$ cat src/rtl/logic_gate_bist.sv
// N-input configurable logic gate with an exhaustive self-test sequencer.
// Optional MISR signature output when GATE_MISR_EN is defined.
module logic_gate_bist #(
  parameter int N_IN  = 2,
  parameter int CNT_W = N_IN + 1
) (
  input  logic             clk,
  input  logic             rst_n,
  input  logic [2:0]       mode,
  input  logic [N_IN-1:0]  ext_in,
  input  logic             start,
  input  logic             fault_inj,
  output logic             gate_out,
  output logic [N_IN-1:0]  vec,
  output logic             busy,
  output logic             done,
  output logic             pass,
`ifdef GATE_MISR_EN
  output logic [15:0]      signature,
`endif
  output logic [CNT_W-1:0] err_cnt
);

  // state | meaning
  // IDLE  | direct mode, gate_out follows ext_in, waits for start
  // RUN   | applies one vector per cycle, checks the previous one
  // FLUSH | final compare of the last vector, raises done
  typedef enum logic [1:0] {IDLE, RUN, FLUSH} state_t;

  localparam logic [N_IN-1:0] VEC_LAST = '1;

  state_t           state, state_nxt;
  logic [2:0]       mode_l;
  logic             gold_q;
  logic             chk_q;
  logic             mismatch;
  logic [CNT_W-1:0] err_nxt;

  // Gate path: reduction operators.
  function automatic logic gate_f(input logic [2:0] m, input logic [N_IN-1:0] x);
    case (m)
      3'b001:  return |x;
      3'b010:  return ~&x;
      3'b011:  return &x;
      3'b100:  return ^x;
      3'b101:  return ~^x;
      default: return ~|x;
    endcase
  endfunction

  // Golden model: derived from the count of ones, deliberately unlike gate_f.
  function automatic logic gate_t(input logic [2:0] m, input logic [N_IN-1:0] x);
    int ones;
    ones = 0;
    for (int i = 0; i < N_IN; i++) ones += int'(x[i]);
    case (m)
      3'b001:  return ones != 0;
      3'b010:  return ones != N_IN;
      3'b011:  return ones == N_IN;
      3'b100:  return (ones % 2) == 1;
      3'b101:  return (ones % 2) == 0;
      default: return ones == 0;
    endcase
  endfunction

  always_comb begin
    state_nxt = state;
    mismatch  = chk_q && (gate_out != gold_q);
    err_nxt   = err_cnt + CNT_W'(mismatch);
    case (state)
      IDLE:    if (start) state_nxt = RUN;
      RUN:     if (vec == VEC_LAST) state_nxt = FLUSH;
      FLUSH:   state_nxt = IDLE;
      default: state_nxt = IDLE;
    endcase
  end

  always_ff @(posedge clk or negedge rst_n) begin
    if (!rst_n) begin
      state    <= IDLE;
      mode_l   <= 3'b000;
      gate_out <= 1'b0;
      vec      <= '0;
      busy     <= 1'b0;
      done     <= 1'b0;
      pass     <= 1'b0;
      err_cnt  <= '0;
      gold_q   <= 1'b0;
      chk_q    <= 1'b0;
    end else begin
      state   <= state_nxt;
      err_cnt <= err_nxt;
      case (state)
        IDLE: begin
          gate_out <= gate_f(mode, ext_in) ^ fault_inj;
          if (start) begin
            mode_l  <= mode;
            vec     <= '0;
            err_cnt <= '0;
            done    <= 1'b0;
            pass    <= 1'b0;
            busy    <= 1'b1;
          end
        end
        RUN: begin
          gate_out <= gate_f(mode_l, vec) ^ fault_inj;
          gold_q   <= gate_t(mode_l, vec);
          chk_q    <= 1'b1;
          vec      <= vec + 1'b1;
        end
        FLUSH: begin
          chk_q <= 1'b0;
          busy  <= 1'b0;
          done  <= 1'b1;
          pass  <= (err_nxt == '0);
        end
        default: ;
      endcase
    end
  end

`ifdef GATE_MISR_EN
  // x^16 + x^12 + x^5 + 1, fed with gate_out on every compare edge.
  logic misr_fb;
  assign misr_fb = gate_out ^ signature[15];

  always_ff @(posedge clk or negedge rst_n) begin
    if (!rst_n)
      signature <= 16'h0000;
    else if (state == IDLE && start)
      signature <= 16'hFFFF;
    else if (chk_q)
      signature <= {signature[14:0], 1'b0} ^ (misr_fb ? 16'h1021 : 16'h0000);
  end
`endif

endmodule

$ cat config.mk
export PLATFORM = sky130hd
export DESIGN_NAME = logic_gate_bist
export DESIGN_NICKNAME = d
export VERILOG_FILES = /design/src/rtl/logic_gate_bist.sv
export SDC_FILE = /design/constraint.sdc
export NUM_CORES = 1
export LEC_CHECK = 0
export ABC_AREA = 1
export BUFFER_PORTS_ARGS = -buffer_cell sky130_fd_sc_hd__buf_4
export CORE_ASPECT_RATIO = 1.25
export CORE_UTILIZATION = 50
export CTS_BUF_LIST = sky130_fd_sc_hd__clkbuf_4 sky130_fd_sc_hd__clkbuf_8 sky130_fd_sc_hd__clkbuf_16
export CTS_CLUSTER_DIAMETER = 100
export DETAILED_ROUTE_END_ITERATION = 8
export PLACE_DENSITY = 0.73
export RECOVER_POWER = 25
export SKIP_LAST_GASP = 1
export SYNTH_ARGS = -nofsm -noshare
export SYNTH_HDL_FRONTEND = slang
export SYNTH_SLANG_ARGS = --single-unit
$ cat constraint.sdc
create_clock -name clk -period 3.8 [get_ports clk]
set_input_delay 0.19 -clock clk [delete_from_list [all_inputs] [get_ports clk]]
set_output_delay 0.19 -clock clk [all_outputs]
set_load 0.02 [all_outputs]
==> results by stage <==
Run status:
- The flow ran to the end, and the final reports show no timing, DRC or antenna violations.

Pwr:
- The power per cell area is 783 nW/µm².
- Across the VDD grid, the largest voltage drop is 0.000413 V.
- The analysis attributes to cell leakage a power of 0.651 nW.

Route:
- The final wirelength is 1.83 mm.
- The remaining antenna violation count after routing is 0.
- The initial detailed-routing violation count is 12.
- The mean routed wirelength per cell is 10.8 µm.
- Dividing the detail-routed via count by the number of cells gives 4.96.
- The number of vias after detailed routing is 839.
- For this run, design rule violations remaining after detail routing come to 0.
- The routed metal-1 wire length is 742 µm.
- Detailed routing placed a total of 46 µm of wire on met3.
- The highest metal layer used by the detailed router is met4.
- The first-pass detailed-route iteration total is 4.
- The routed design uses 1.03 mm of met2 wire.

Die:
- The die boundary width is 41.2 µm.
- Row generation in the floorplan step produced 17 rows.
- The die covers 2100 µm².
- The overall die height is 51.0 µm.
- The initial utilization of the core area, before any placement, comes to 53.8%.
- The core region area is 1790 µm².
- In this run the count of I/O pins placed on the die edge is 18.

Critical path:
- Data arrives at the worst endpoint at 1.79 ns.
- The worst setup path is captured at a flop.
- The critical path start-end classification is reg -> reg.
- The required time at the worst-slack endpoint is 4.00 ns.
- STA classifies the critical path startpoint as a flop.
- In this run the worst path has a maximum fanout of 10.

Timing:
- The smallest clock period supported by the final layout is computed as 1.58 ns.
- Between clock sinks in the finished design, the worst skew comes to 0.00459 ns.
- The total count of hold-check failures in the final report is 0.
- The max-slew violation count is 0.
- In this run the tightest slew margin relative to its limit is 44.2%.
- Setup violations remaining at the end of the flow were counted as 0.
- For the pin with the worst max-slew slack, the measured transition is 0.836 ns.
- The timing-limited maximum frequency is 0.632 GHz.
- Setup repair after global routing left no endpoint under its margin.
- The share of the clock period used by the worst path after layout is 41.6%.
- The final-layout setup total negative slack is 0 ns.

CTS:
- The H-tree depth is 1.
- The total CTS buffers is 3.
- The clock drives 16 sinks.
- The maximum buffer depth of the clock tree is 2.
- The library cell used as clock root buffer is clkbuf_4.
- The later pin in the worst-skew pair is clocked with a latency of 0.28 ns.
- The setup fix buffers added after clock tree synthesis is 0.
- TritonCTS built the clock tree.
- Clock-pin slew was measured on the worst setup and hold paths at 0.09 ns.

Global routing:
- The first-pass GRT wire length is 3.16 mm.
- The number of global-route vias before repair was 847.
- The remaining global-route overflow is 0.
- Global routing consumed, over all layers together, 21.8% of the routing resources.
- The number of antenna violations at the first check in global routing came to 0.
- The pin count of the biggest net entering global routing is 17.

Yosys:
- The synthesized netlist occupies a cell area of 961 µm².
- A synthesized cell averages 7.51 µm².
- The proportion of synthesized chip area in sequential cells is 41.7%.
- The register bit count reported by yosys is 16.
- In this run, distinct cell masters in the synthesized netlist total 18.
- The area share of the leading cell type in the synthesized netlist is 41.7%.
- After synthesis, the cell types taking the most area are dfrtp_1, ha_1, nand2_1.
- During synthesis, Yosys emitted a total of 0 warnings.
- The net count of the mapped netlist is 146.
- The post-synthesis cell type with the largest combined area is dfrtp_1.
- The number of instances in the synthesized netlist is 128.

Finish:
- The post-synthesis to final-layout area growth is 20.2%.
- The number of nets at the end of the flow is 169.
- Of the cells placed in the final design, the portion with a size suffix greater than 1 is 14.7%.
- With fillers left out, the area of the finished cells amounts to 1150 µm².
- The number of antenna diodes in the final layout is 0.

Placement:
- After detailed placement, the total cell area comes to 1110 µm².
- The half-perimeter wire length after placement is 1.53 mm.
- Port buffering added 17 buffers.
- Routability-driven placement finished with a final weighted congestion of 0.720.

Run:
- The number of violations of the max-capacitance limit is 0.

Hold path:
- The min-delay analysis places its worst path in the category in -> reg.
-- worst max-delay path, cell delays in order, from the launching register on --
cell     delay (ns)
dfrtp_1        0.41
inv_1          0.10
ha_1           0.24
nand2_1        0.21
o21ai_0        0.26
nand4_1        0.16
o22ai_1        0.14
-- registers in the layout, summed over array words and instances, names as in the netlist, 2 cells and up --
name,flops
err_cnt,3
mode_l,3
state,2
vec,2
-- synthesized netlist by cell type (all sizes together) --
cell type,count
o21a,1
o22ai,1
nor2,16
xnor2,1
dfrtp,16
or2,2
o21ai,11
a31oi,1
nand2,29
nand3,8
a21oi,1
nand4,2
nor3,1
o21bai,3
ha,9
inv,26
-- cells by family (layout without fill, tap and decap cells) --
| group | count (synthesis) | after routing | synth area share (%) |
|---|---|---|---|
| AND/OR/NAND/NOR | 58 | 58 | 24.9 |
| buffers and inverters | 26 | 48 | 10.2 |
| AO/OA/AOI/OAI | 18 | 18 | 10.7 |
| flip-flops | 16 | 16 | 41.7 |
| adder cells (fa/ha/maj) | 9 | 9 | 11.7 |
| XOR/XNOR | 1 | 1 | 0.912 |
-- stage by stage --
| stage | std cells | util (%) | hold WS, ns | power, mW | setup WS, ns |
|---|---|---|---|---|---|
| 6_report | 169 | 64.6 | 0.216 | 0.904 | 2.22 |
| 5_1_grt | 169 | 64.6 | 0.231 | 1.00 | 2.05 |
| 4_1_cts | 169 | 64.8 | 0.209 | 0.916 | 2.22 |
| 3_5_place_dp | 164 | 62.3 | 0.0588 | 0.800 | 2.24 |
| 3_3_place_gp | 164 | 62.3 | 0.0573 | 0.782 | 2.27 |
| 2_1_floorplan | 128 | - | -0.106 | 0.642 | 2.23 |
-- placed cells by master, fill, tap and decap left out --
cell type,instances
nand2_1,29
inv_1,25
nor2_1,16
dfrtp_1,16
buf_4,16
o21ai_0,11
ha_1,9
nand3_1,8
o21bai_1,3
clkbuf_4,3
nand4_1,2
xnor2_1,1
o22ai_1,1
or2_2,1
nor3_1,1
inv_2,1
or2_0,1
a31oi_1,1
o21a_1,1
a21oi_1,1
clkbuf_8,1
dlygate4sd3_1,1
clkbuf_1,1
-- final timing paths --
kind / from / endpoint / slack [ns] / depth (start not counted)
worst max-delay path: state[0] / pass / 2.22 / 6
worst min-delay path: fault_inj / gate_out / 0.22 / 4
worst max register to register: state[0] / pass / 2.22 / 6
worst min register to register: gold_q / gold_q / 0.53 / 1
max in group asynchronous: rst_n / chk_q / 2.77 / 2
min in group asynchronous: rst_n / state[0] / 0.52 / 2
-- where the power goes --
part	switching [mW]	internal [mW]	total (mW)
Sequential	0.0632	0.249	0.312
Combinational	0.286	0.197	0.483
Clock	0.0511	0.0582	0.109
Total	0.401	0.504	0.904
-- final cells by class --
class | count | area (µm²)
Fill cell | 164 | 632
Multi-Input combinational cell | 86 | 463
Sequential cell | 16 | 400
Timing Repair Buffer | 18 | 134
Inverter | 26 | 97.6
Clock buffer | 4 | 36.3
Tap cell | 19 | 23.8
-- per-layer routing --
| layer | GRT usage, % | vias to the layer above |
|---|---|---|
| li1 | - | 443 |
| met1 | 22.0 | 381 |
| met2 | 40.6 | 13 |
| met3 | 2.61 | 2 |
| met4 | 9.68 | 0 |
| met5 | 0 | - |
-- timing repair --
action / CTS / global route
hold buffers: 1 / 0
hold endpoints to repair: 16 / 0
setup endpoints to repair: 0 / 0
gates resized for setup: 0 / 0
No activity file was read; power rests on OpenSTA's default activity.
